File: src/rtl/pc_sequencer.sv
// PC register and fetch sequencer: sequential/branch/stall/halt next-PC
// selection, IF/ID write/flush control, halt drain FSM and branch counter.
module pc_sequencer #(
  parameter logic [15:0] RESET_PC     = 16'h0000,
  parameter int          DRAIN_CYCLES = 4,
  parameter logic [3:0]  HALT_OPCODE  = 4'b1111
) (
  input  logic        clk,
  input  logic        rst_n,
  input  logic        stall,
  input  logic [3:0]  if_opcode,
  input  logic        br_valid,
  input  logic        br_taken,
  input  logic [15:0] br_target,
  output logic [15:0] pc,
  output logic [15:0] pc_plus2,
  output logic        if_id_write,
  output logic        if_id_flush,
  output logic        halted,
  output logic [15:0] br_count
);

  typedef enum logic [1:0] {
    RUN        = 2'd0,
    HALT_DRAIN = 2'd1,
    HALTED     = 2'd2
  } state_t;

  localparam logic [3:0] DRAIN_INIT = 4'(DRAIN_CYCLES - 1);

  state_t     state;
  logic [3:0] drain_cnt;
  logic       redirect;

  assign redirect = br_valid & br_taken & ~stall;
  assign pc_plus2 = pc + 16'h0002;

  always_comb begin
    if_id_write = 1'b0;
    if_id_flush = 1'b0;
    unique case (state)
      RUN: begin
        if_id_write = ~stall;
        if_id_flush = redirect;
      end
      HALT_DRAIN: begin
        if_id_write = ~stall;
        if_id_flush = 1'b1;
      end
      HALTED: begin
        if_id_write = 1'b0;
        if_id_flush = 1'b1;
      end
      default: begin
        if_id_write = 1'b0;
        if_id_flush = 1'b0;
      end
    endcase
  end

  always_ff @(posedge clk) begin
    if (!rst_n) begin
      pc        <= RESET_PC;
      state     <= RUN;
      drain_cnt <= 4'd0;
      halted    <= 1'b0;
      br_count  <= 16'h0000;
    end else begin
      unique case (state)
        RUN: begin
          // redirect outranks a halt: a halt fetched alongside it is wrong-path
          if (stall) begin
            pc <= pc;
          end else if (redirect) begin
            pc <= br_target;
            if (br_count != 16'hFFFF)
              br_count <= br_count + 16'h0001;
          end else if (if_opcode == HALT_OPCODE) begin
            state     <= HALT_DRAIN;
            drain_cnt <= DRAIN_INIT;
          end else begin
            pc <= pc_plus2;
          end
        end
        HALT_DRAIN: begin
          if (!stall) begin
            if (drain_cnt == 4'd0) begin
              state  <= HALTED;
              halted <= 1'b1;
            end else begin
              drain_cnt <= drain_cnt - 4'd1;
            end
          end
        end
        HALTED: begin
          halted <= 1'b1;
        end
        default: begin
          state <= RUN;
        end
      endcase
    end
  end

endmodule

File: config.mk
export PLATFORM = sky130hd
export DESIGN_NAME = pc_sequencer
export DESIGN_NICKNAME = d
export VERILOG_FILES = /design/src/rtl/pc_sequencer.sv
export SDC_FILE = /design/constraint.sdc
export NUM_CORES = 1
export LEC_CHECK = 0
export ABC_AREA = 1
export CORE_MARGIN = 10
export CORE_UTILIZATION = 35
export CTS_CLUSTER_DIAMETER = 100
export CTS_CLUSTER_SIZE = 8
export DETAILED_ROUTE_END_ITERATION = 16
export SYNTH_ARGS = -nofsm -noshare
export SYNTH_HDL_FRONTEND = slang
export SYNTH_SLANG_ARGS = --single-unit
File: constraint.sdc
create_clock -name clk -period 1.7 [get_ports clk]
set_input_delay 0.255 -clock clk [delete_from_list [all_inputs] [get_ports clk]]
set_output_delay 0.255 -clock clk [all_outputs]
set_load 0.1 [all_outputs]
Word level (Yosys, flattened, before mapping)
Cells that the tools add are included.

Add/subtract/negate cells: 3. Equality and inequality tests: 11. Multiplexer cells: 19. Bitwise logic cells: 4. Reductions and logical operators: 11.

Operator list (number): 16-bit two-way mux (2); 4-bit two-way mux (5); 16-bit by 1-bit adder with 16-bit output, second input constant (1); 16-bit by 2-bit adder with 16-bit output, second input constant (1); 16-bit != test, second input constant (1); 2-bit != test, second input constant (7); 6-bit AND reduction (2); 2-bit two-way mux (5); 4-bit case mux with 2 select lines (1); 2-bit case mux with 3 select lines (1); 3-bit AND reduction (2); 4-bit equality test, second input constant (1); 4-bit logical NOT (1); 1-bit case mux with 2 select lines (2); 4-bit AND reduction (1); 2-bit nonzero test (2); 2-bit OR reduction (2); 4-bit by 1-bit subtractor with 4-bit output, second input constant (1); 1-bit two-way mux (3); 1-bit AND (2); 2-bit by 1-bit equality test with 1-bit output, second input constant (1); 2-bit equality test, second input constant (1); 2-bit logical NOT (1); 1-bit inverter (2).

Flip-flop bits (word level): 39. Bits of input ports: 25. Output and inout bits: 51. Logic and storage cells: 53.

Longest topological paths before layout
Gate-level depths: netlist of run 1.

Depth after elaboration: 5. Depth in mapped cells: 10. Mapped depth without buffers: 10.

Worst setup path before layout of run 1
No wires, ideal clock.

Kind: register -> register. From: register pc[2]. To: register pc[5]. Library setup time: 0.066 ns. Data arrival time: 3.290 ns. Required time: 1.634 ns. Path slack: -1.656 ns. Stages on the path, launching flop included: 8. Buffers on the path: 0. Clock period less this slack: 3.356 ns. Cell sequence: dfxtp_1 ha_1 nand3_1 xor2_1 inv_1 nand2_1 a21oi_1 nor2_1.

Cells in the longest elaborated chain, start to end: 3.

Ends and longest elaborated chain: start: declaration (line 15) `output logic [15:0] pc,`; start signal: assignment (line 73) `pc <= pc;`; start signal: assignment (line 75) `pc <= br_target;`; start signal: assignment (line 82) `pc <= pc_plus2;`; 16-bit by 2-bit adder with 16-bit output (line 36) `assign pc_plus2 = pc + 16'h0002;`; named net pc_plus2[5] (line 16) `output logic [15:0] pc_plus2,`; 16-bit two-way mux (line 78) `end else if (if_opcode == HALT_OPCODE) begin`; 16-bit two-way mux (line 74) `end else if (redirect) begin`.

The timed path passes the listed nets, and every way through them passes these cells. The select of a mux whose other input is x is not followed. A chain may end at the register's enable or synchronous reset.

Worst setup path in the final report of run 1
From: register pc[1]. To: output pc_plus2[9].

Cells in the longest elaborated chain, start to end: 1.

Ends and longest elaborated chain (line): 16-bit by 2-bit adder with 16-bit output (36); end: declaration (16).

Every way passes these cells.

==> results.md, run 1 <==
* Initial DRT Pass Iterations at 4
* Largest net degree at the start of global routing at 23
* Clk_skew at 0.00538 ns
* Reg2reg setup slack at -0.09 ns
* IO buf count at 75
* Switch share at slightly above 50%
* Least-Margin Pin Slew at between 0.4 and 0.5 ns
* Failing checks: setup timing
* Combinational group share of total power at 70.6%
* Post-synth EDFFs at 0
* DR iter-0 viols at 99
* Register area share after synthesis at around 30%
* PwrDens at 1540 nW/um^2
* Vias at 3,000
* Final Wtd Congestion at 0.861
* Finish-stage setup viols at 12
* Antenna violations before repair at 0
* Post-route non-filler standard cell count at roughly 630
* Root buffer cell: clkbuf_8
* Worst rel slew slack at 67.7%
* Yosys synthesis warning count at 0
* Hold Vio Cnt, Final at 0
* Yosys top cell by area: dfxtp_1
* Fillers at 601
* Max VDD drop at 0.00172 V
* Cell leakage power at 2.01 nW
* Share of cells above drive strength 1 at a little over two fifths
* RSZ-0062 raised after global routing: yes
* Ordered list of cells on the worst path: ha_4, nand2_4, nor2_4, nand2_2, xor2_2, clkinvlp_4, buf_12
* Via density at 4.75
* Slowest Stage Delay on Critical Path at 0.37 ns
* Int Power at 3.67 mW
* Mapped Cells at 406
* Final nets at 566
* Syn Nets at 440
* Initial Utilization at 36.1%
* Synth top area share at 29.8%
* Yosys reg bits at 39
* Ports at 76
* Antenna cells at 0
* Avg Cell Area, Syn at 6.45 sq um
* Max cap viols at 0
* HP Start: drain_cnt[3]$_SDFFE_PN0P_
* H-tree lvl count at 2
* Kind of critical path: reg2out
* Clock-pin slew on the worst setup and hold paths at 0.08 ns
* Die ar. at between 10,000 and 15,000 sq um
* Worst EP required at 1.44 ns
* Slew Viols, Final at 0
* Clock latency on the worst-skew pair at approximately 0.30 ns
* Final Worst Setup Slack at -0.196 ns
* Crit. End Element: output port
* Die Y at between 100 and 150 um
* Sw power at 3.95 mW
* Clock tree from TritonCTS: built
* Final HPWL DP at 6460 um
* CP Max Fanout at 5
* Die Wd at 107 um
* Clk sinks at 39
* Most frequent cell after synthesis: nand2_1
* Final min period at roughly 1.9 ns
* Sequential power share at between 15 and 20%
* Synth area leaders: dfxtp_1, nand2_1, nor2_1
* Vias in the first global route at 2,940
* Period utilisation layout at 112%
* Max frequency at 527 MHz
* Outcome: complete, but fails checks
* Antenna Nets Post-Route at 0
* CP Launch Type: flop
* Cell area after synthesis at 2620 sq um
* Commonest cells post-synth: nand2_1, nor2_1, inv_1
* Critical Path AT at between 1.5 and 2 ns
* CTS max path bufs at 2
* Routed WL at 8540 um
* Clock group share of total power at 11.5%
* GRT Resource Usage Total at 14.9%
* Placed Cells at 601
* Post-synth cell types at 31
* Core ar. at just over 7000 sq um
* Total CTS buffers at 5
* Class of the tightest hold or removal check: reg2reg
* Cts hold-fix bufs at 0
* Synthesis-to-finish area growth at 88.5%
* Critical-path top delay cell: dfxtp_4
* DR WL/cell at 13.5 um
* Post-synth ARST share at 0%
* DRC at 0
* Rows at 31
* Global-route wire length before repair at 14,000 um
* Critical Path Start: pc[1]$_SDFFE_PN0P_
* Ys flop type: dfxtp_1
* Critical R2R Launch: pc[1]$_SDFFE_PN0P_
* Final TNS setup at -1.55 ns
* GR Overflow Total at 0
-- flip-flops by register name (all words and copies together), names as in the netlist --
signal,cells
br_count,16
drain_cnt,4
halted,1
state,2
pc,16
-- worst max-delay path: cells and delay by family, from the launching register on --
family,cells,cell delay (ns)
DFF,1,0.37
buffers and inverters,2,0.30
and+or+nand+nor,3,0.30
xor gates and xnor gates,1,0.20
adders and majority gates,1,0.17
-- per-stage QoR --
step                      power (mW)  worst slack (ns)  hold slack (ns)  utilization (%)  instance area (sq um)
after detailed placement        6.32            -0.142            0.485             60.8                   4410
after global placement          6.26            -0.117            0.470             60.8                   4410
after CTS                       7.49            -0.208            0.497             65.8                   4770
after global routing            7.97            -0.262            0.520             68.1                   4940
final                           7.62            -0.196            0.493             68.1                   4940
after floorplan                 4.48            -0.662            0.383                -                   2830
-- worst paths after layout --
| kind | to | depth (start not counted) |
|---|---|---|
| worst max register to register | pc[11]$_SDFFE_PN0P_ | 14 |
| worst min-delay path | drain_cnt[3]$_SDFFE_PN0P_ | 2 |
| worst max-delay path | pc_plus2[9] | 7 |
| worst min register to register | drain_cnt[3]$_SDFFE_PN0P_ | 2 |
-- cell type report --
class	instances	area [sq um]	area share, %
multi-input combinational	311	1890	38.3
sequential	39	840	17.0
tap	99	124	2.51
clock inverter	1	30.0	0.608
inverter	46	205	4.16
timing repair buffer	129	1750	35.5
clock buffer	7	97.6	1.98
-- routing by layer --
layer  track usage [%]  share of wire [%]  vias to the layer above
li1                  -                  -                     1545
met1              17.3                 41                     1365
met2              25.1                 50                       77
met3              4.77                6.7                       13
met4              5.32                1.9                        0
met5                 0                  0                        -
-- cells in the final DEF, fill, tap and decap left out, types with 4 or more instances in the layout --
cell / synthesis / final
ha_1: 9 / 5
inv_2: 5 / 5
o21ai_1: 7 / 7
dfxtp_2: 0 / 23
nand4_1: 9 / 9
inv_1: 40 / 30
clkbuf_8: 0 / 5
nor2_2: 2 / 4
buf_12: 0 / 54
nor2_4: 4 / 8
nand2_4: 1 / 8
nand2_1: 112 / 94
xor2_1: 11 / 5
dfxtp_4: 0 / 8
buf_4: 1 / 40
dfxtp_1: 39 / 8
a21oi_1: 35 / 32
o21ai_0: 16 / 16
buf_6: 2 / 11
nor2_1: 50 / 44
clkdlybuf4s50_1: 0 / 22
or2_2: 12 / 12
nand2_2: 4 / 15
nand3_1: 24 / 21
clkinvlp_4: 0 / 6
inv_4: 0 / 4
-- cells by family (layout without fill, tap and decap cells) --
family | after synthesis | count (layout) | synth area share [%]
flops | 39 | 39 | 29.8
compound gates | 62 | 62 | 12.7
simple gates | 226 | 226 | 39.8
buf+inv | 56 | 183 | 8.79
fa+ha+maj | 9 | 9 | 4.30
xor+xnor | 14 | 14 | 4.68
-- timing repair --
item | CTS | global route
buffers inserted | 15 | 13
hold endpoints to repair | 0 | 0
pin swaps | 17 | 24
endpoints found under the setup margin | 14 | 34
resized for setup | 31 | 29
-- power by group through the flow --
stage	Clock, mW	Sequential (mW)	Combinational, mW
after CTS	0.903	1.35	5.24
after global routing	0.940	1.38	5.65
after floorplan	0	2.16	2.31
after detailed placement	0	1.34	4.98
final	0.880	1.36	5.38
after global placement	0	1.33	4.93
(Power assumes the default switching activity.)
==> run 2: changes to the inputs <==
--- a/config.mk
+++ b/config.mk
@@ -11,6 +11,8 @@
 export CTS_CLUSTER_DIAMETER = 100
 export CTS_CLUSTER_SIZE = 8
 export DETAILED_ROUTE_END_ITERATION = 16
+export PLACE_DENSITY = 0.58
+export SLEW_MARGIN = 20
 export SYNTH_ARGS = -nofsm -noshare
 export SYNTH_HDL_FRONTEND = slang
 export SYNTH_SLANG_ARGS = --single-unit
==> run 2 against run 1 <==
The flow still finishes with violations (setup timing). Clock skew up 0.0065 ns. Sequential power about the same. Die area unchanged. Final cell count up 0.32%. Critical path depth unchanged. Utilization up 0.88 points. Global-route usage down 0.33 points. Largest cell class unchanged. Highest routed layer unchanged.
==> results.md, run 2 (synthesized netlist as in run 1, its figures left out) <==
* Outcome: complete, but fails checks (unchanged)
* Failing checks: setup timing (unchanged)
* Register area at 840 sq um (unchanged)
* Final min period at 1.89 ns (was 1.90 ns)
* Via density at 4.70 (was 4.75)
* Worst rel slew slack at 81.3% (was 67.7%)
* Global-route wire length before repair at 13,700 um (was 14,000 um)
* Root buffer cell: clkbuf_8 (unchanged)
* Share of cells above drive strength 1 at 43.6% (was 42.8%)
* DRC at 0 (unchanged)
* Core ar. at 7250 sq um (unchanged)
* H-tree lvl count at 2 (unchanged)
* Least-Margin Pin Slew at 0.278 ns (was 0.480 ns)
* Critical R2R Launch: pc[1]$_SDFFE_PN0P_ (unchanged)
* GR Overflow Total at 0 (unchanged)
* Max frequency at 530 MHz (was 527 MHz)
* Clock latency on the worst-skew pair at 0.29 ns (was 0.30 ns)
* Rows at 31 (unchanged)
* Clk sinks at 39 (unchanged)
* Cts hold-fix bufs at 0 (unchanged)
* Area of the multi-input gates at 1950 sq um (was 1890 sq um)
* Max cap viols at 0 (unchanged)
* PwrDens at 1530 nW/um^2 (was 1540 nW/um^2)
* Antenna Nets Post-Route at 0 (unchanged)
* RSZ-0062 raised after global routing: yes (unchanged)
* Die ar. at 11,300 sq um (unchanged)
* Total CTS buffers at 5 (unchanged)
* Die Wd at 107 um (unchanged)
* Routed WL at 8420 um (was 8540 um)
* DR iter-0 viols at 102 (was 99)
* Finish-stage setup viols at 11 (was 12)
* Critical Path AT at 1.63 ns (was 1.64 ns)
* Post-route non-filler standard cell count at 634 (was 632)
* Initial Utilization at 36.1% (unchanged)
* Most frequent cells in the layout: nand2_1, buf_12, nor2_1 (unchanged)
* FF-to-FF path depth at 12 (was 14)
* Commonest non-fill, non-tap cell in the layout: nand2_1 (unchanged)
* Largest regs: br_count x16, pc x16, drain_cnt x4 (unchanged)
* Worst EP required at 1.44 ns (about the same)
* Worst Hold Depth at 2 (unchanged)
* Fillers at 594 (was 601)
* Clock tree from TritonCTS: built (unchanged)
* FF-to-FF End: pc[7]$_SDFFE_PN0P_ (was pc[11]$_SDFFE_PN0P_)
* Clock-pin slew on the worst setup and hold paths at 0.08 ns (about the same)
* Max VDD drop at 0.00133 V (was 0.00172 V)
* Final nets at 567 (was 566)
* Hold Vio Cnt, Final at 0 (unchanged)
* Final Wtd Congestion at 0.816 (was 0.861)
* CTS max path bufs at 2 (unchanged)
* Class of the tightest hold or removal check: reg2reg (unchanged)
* CP Launch Type: flop (unchanged)
* Reg2reg setup slack at -0.02 ns (was -0.09 ns)
* GRT Resource Usage Total at 14.6% (was 14.9%)
* Largest net degree at the start of global routing at 23 (unchanged)
* Period utilisation layout at 111% (was 112%)
* Crit. End Element: output port (unchanged)
* Layout Utilization at 68.9% (was 68.1%)
* Kind of critical path: reg2out (unchanged)
* Initial DRT Pass Iterations at 4 (unchanged)
* Slew Viols, Final at 0 (unchanged)
* Hold Path Sink: drain_cnt[3]$_SDFFE_PN0P_ (unchanged)
* HP Start: drain_cnt[3]$_SDFFE_PN0P_ (unchanged)
* DR WL/cell at 13.3 um (was 13.5 um)
* Final HPWL DP at 6360 um (was 6460 um)
* Ports at 76 (unchanged)
* Placed Cells at 603 (was 601)
* Cell leakage power at 2.06 nW (was 2.01 nW)
* Die Y at 107 um (unchanged)
* Clk_skew at 0.0119 ns (was 0.00538 ns)
* Antenna violations before repair at 1 (was 0)
* Synthesis-to-finish area growth at 91.0% (was 88.5%)
* IO buf count at 75 (unchanged)
* Final Worst Setup Slack at -0.186 ns (was -0.196 ns)
* Vias at 2,977 (was 3,000)
* CP Max Fanout at 4 (was 5)
* Vias in the first global route at 2,826 (was 2,940)
[run 2: stage by stage]
step	power (mW)	hold WS (ns)	TNS (ns)	setup WS [ns]	cell area [sq um]
5_1_grt	7.99	0.524	-2.46	-0.253	5000
6_report	7.64	0.491	-1.44	-0.186	5000
2_1_floorplan	4.48	0.383	-6.39	-0.662	2830
3_3_place_gp	6.31	0.468	-0.157	-0.128	4430
4_1_cts	7.49	0.494	-1.63	-0.209	4790
3_5_place_dp	6.34	0.483	-0.350	-0.175	4430
[run 2: how the worst max path moves through the flow]
stage                              end               start
after floorplan            pc_plus2[8]  pc[1]$_SDFFE_PN0P_
after global placement     pc_plus2[9]  pc[1]$_SDFFE_PN0P_
after detailed placement   pc_plus2[9]  pc[1]$_SDFFE_PN0P_
after CTS                  pc_plus2[8]  pc[1]$_SDFFE_PN0P_
after global routing      pc_plus2[13]  pc[1]$_SDFFE_PN0P_
final                     pc_plus2[13]  pc[1]$_SDFFE_PN0P_
[run 2: what timing repair did]
| item | 4_1_cts | 5_1_grt |
|---|---|---|
| setup buffers | 17 | 7 |
| resized for setup | 32 | 37 |
| endpoints found under the setup margin | 12 | 28 |
| cloned | 0 | 0 |
| pin swaps | 13 | 22 |
[run 2: layout make-up]
type	instances	share of cell area (%)
multi-input cells	311	38.9
repair buffers	130	35.1
flip-flops and latches	39	16.8
inverters	46	4.15
well taps	99	2.48
clock buffers	7	1.95
clock inverters	1	0.600
diodes	1	0.0500
[run 2: worst max-delay path, cell delays in order (launching register included)]
cell	delay (ns)
dfxtp_4	0.37
ha_4	0.17
nand2_4	0.06
nor2_4	0.17
buf_6	0.13
nand4_1	0.15
nand2_4	0.12
buf_12	0.17
[run 2: per-layer routing]
metal	share of wire [%]	vias up	GRT usage [%]	wire, um
met3	5.9	6	3.99	498
met2	48	66	24.6	4070
met5	0	-	0	0
met4	1.6	0	4.84	138
li1	-	1553	-	-
met1	44	1352	17.4	3720
[run 2: power breakdown]
part           internal [mW]  switching (mW)
Combinational           2.06            3.35
Clock                  0.528           0.347
Sequential              1.12           0.235
Total                   3.71            3.93
==> run 3: changes to the inputs <==
--- a/config.mk
+++ b/config.mk
@@ -7,11 +7,12 @@
 export LEC_CHECK = 0
 export ABC_AREA = 1
 export CORE_MARGIN = 10
-export CORE_UTILIZATION = 35
+export CORE_UTILIZATION = 25
 export CTS_CLUSTER_DIAMETER = 100
 export CTS_CLUSTER_SIZE = 8
 export DETAILED_ROUTE_END_ITERATION = 16
-export PLACE_DENSITY = 0.58
+export GPL_ROUTABILITY_DRIVEN = 0
+export PLACE_DENSITY = 0.44
 export SLEW_MARGIN = 20
 export SYNTH_ARGS = -nofsm -noshare
 export SYNTH_HDL_FRONTEND = slang
==> run 3 against run 2 <==
The flow still finishes with violations (setup timing). Sequential power is essentially flat. Clock skew shrank 0.0027 ns. Flip-flop and latch count is the same. Non-clock buffer count shrank 6. Setup slack gained 0.014 ns. Global-route usage shrank 2.9 points. Via count shrank 3.6%. Fmax grew 0.74%. Sequential share of layout area grew 0.42 points. Count of clock-buffer cells in the layout is the same.
==> results.md, run 3 (synthesized netlist as in run 1, its figures left out) <==
* Clk_skew at 0.00915 ns (was 0.0119 ns)
* Final min period at 1.87 ns (was 1.89 ns)
* Worst rel slew slack at 70.1% (was 81.3%)
* Combinational group share of total power at 72.6% (was 70.8%)
* Vias at 2,870 (was 2,977)
* Critical Path AT at 1.62 ns (was 1.63 ns)
* Period utilisation layout at 110% (was 111%)
* Vias in the first global route at 2,801 (was 2,826)
* Max frequency at 534 MHz (was 530 MHz)
* Initial DRT Pass Iterations at 4 (unchanged)
* DR WL/cell at 13.0 um (was 13.3 um)
* Max VDD drop at 0.00141 V (was 0.00133 V)
* Via density at 4.32 (was 4.70)
* Largest net degree at the start of global routing at 23 (unchanged)
* Synthesis-to-finish area growth at 86.9% (was 91.0%)
* CTS max path bufs at 2 (unchanged)
* Ports at 76 (unchanged)
* Global-route wire length before repair at 14,000 um (was 13,700 um)
* Initial Utilization at 25.5% (was 36.1%)
* H-tree lvl count at 2 (unchanged)
* Die Wd at 122 um (was 107 um)
* Worst EP required at 1.44 ns (about the same)
* Final HPWL DP at 6770 um (was 6360 um)
* Antenna violations before repair at 0 (was 1)
* Commonest non-fill, non-tap cell in the layout: nand2_1 (unchanged)
* Clock tree from TritonCTS: built (unchanged)
* DR iter-0 viols at 108 (was 102)
* Antenna cells at 0 (was 1)
* Share of cells above drive strength 1 at 41.7% (was 43.6%)
* Sw power at 3.90 mW (was 3.93 mW)
* CP Max Fanout at 3 (was 4)
* Slew Viols, Final at 0 (unchanged)
* IO buf count at 75 (unchanged)
* Fillers at 1,028 (was 594)
* Class of the tightest hold or removal check: reg2reg (unchanged)
* RSZ-0062 raised after global routing: yes (unchanged)
* Sequential power share at 18.3% (was 17.7%)
* Routed WL at 8620 um (was 8420 um)
* Cts hold-fix bufs at 0 (unchanged)
* Outcome: complete, but fails checks (unchanged)
* Int Power at 3.46 mW (was 3.71 mW)
* Antenna Nets Post-Route at 0 (unchanged)
* GRT Resource Usage Total at 11.6% (was 14.6%)
* Final nets at 561 (was 567)
* Failing checks: setup timing (unchanged)
* PwrDens at 1500 nW/um^2 (was 1530 nW/um^2)
* Switch share at 53.0% (was 51.5%)
* Core ar. at 10,300 sq um (was 7250 sq um)
* Worst hold slack at 0.484 ns (was 0.491 ns)
* Final Worst Setup Slack at -0.172 ns (was -0.186 ns)
* Total CTS buffers at 5 (unchanged)
* Total power at 7.36 mW (was 7.64 mW)
* Least-Margin Pin Slew at 0.444 ns (was 0.278 ns)
* Most frequent cells in the layout: nand2_1, buf_12, nor2_1 (unchanged)
* Clock-pin slew on the worst setup and hold paths at 0.07 ns (was 0.08 ns)
* Clk sinks at 39 (unchanged)
* Finish-stage setup viols at 11 (unchanged)
* Die Y at 122 um (was 107 um)
* Kind of critical path: reg2out (unchanged)
* Rows at 37 (was 31)
* CP Launch Type: flop (unchanged)
* Crit. End Element: output port (unchanged)
* Cell leakage power at 1.96 nW (was 2.06 nW)
* GR Overflow Total at 0 (unchanged)
* Max cap viols at 0 (unchanged)
* Largest regs: br_count x16, pc x16, drain_cnt x4 (unchanged)
* Clock latency on the worst-skew pair at 0.29 ns (about the same)
* Root buffer cell: clkbuf_8 (unchanged)
* Clock group share of total power at 9.0% (was 11.5%)
* Hold Vio Cnt, Final at 0 (unchanged)
* DRC at 0 (unchanged)
* Die ar. at 15,000 sq um (was 11,300 sq um)
run 3: routing by layer:
layer	GRT usage, %	vias up	wire length (um)
met3	3.35	10	577
met4	3.46	0	127
li1	-	1530	-
met1	14.7	1262	3930
met2	18.8	68	3980
met5	0	-	0
run 3: power by group through the flow:
| stage | clock (mW) | combinational (mW) | sequential, mW |
|---|---|---|---|
| floorplan | 0 | 2.31 | 2.16 |
| global placement | 0 | 4.95 | 1.33 |
| detailed placement | 0 | 4.97 | 1.34 |
| CTS | 0.696 | 5.20 | 1.35 |
| global route | 0.733 | 5.66 | 1.38 |
| finish | 0.665 | 5.34 | 1.35 |
run 3: worst paths after layout:
check | startpoint | endpoint | slack (ns) | depth (start not counted)
worst max register to register | state[0]$_SDFFE_PN0P_ | state[0]$_SDFFE_PN0P_ | 0.08 | 11
worst min register to register | drain_cnt[3]$_SDFFE_PN0P_ | drain_cnt[3]$_SDFFE_PN0P_ | 0.48 | 2
worst min-delay path | drain_cnt[3]$_SDFFE_PN0P_ | drain_cnt[3]$_SDFFE_PN0P_ | 0.48 | 2
worst max-delay path | pc[1]$_SDFFE_PN0P_ | pc_plus2[15] | -0.17 | 7
run 3: timing repair:
item,4_1_cts,5_1_grt
cloned,0,0
gates resized for setup,32,19
endpoints found under the setup margin,14,31
pin swaps,15,15
setup buffers,10,7
run 3: layout make-up:
type                            count  area [sq um]  share of cell area (%)
Timing Repair Buffer              124          1690                    34.5
Multi-Input combinational cell    311          1890                    38.7
Clock buffer                        7          86.3                    1.76
Sequential cell                    39           842                    17.2
Inverter                           46           208                    4.24
Tap cell                          136           170                    3.48
Clock inverter                      1          5.00                   0.102
run 3: stage by stage:
| stage | util (%) | TNS, ns | instance area (sq um) | cells | setup WS (ns) |
|---|---|---|---|---|---|
| after floorplan | - | -6.39 | 2830 | 406 | -0.662 |
| after global placement | 43.5 | -0.145 | 4470 | 640 | -0.0974 |
| after detailed placement | 43.5 | -0.229 | 4470 | 640 | -0.127 |
| after CTS | 46.3 | -1.44 | 4760 | 658 | -0.207 |
| after global routing | 47.6 | -2.15 | 4890 | 664 | -0.270 |
| final | 47.6 | -1.12 | 4890 | 664 | -0.172 |
run 3: worst max-delay path, stage by stage, from the launching register on:
cell     delay (ns)
dfxtp_4        0.37
ha_4           0.16
nand3_2        0.11
nor2_4         0.14
buf_4          0.13
nand4_1        0.14
nand2_4        0.11
buf_12         0.17
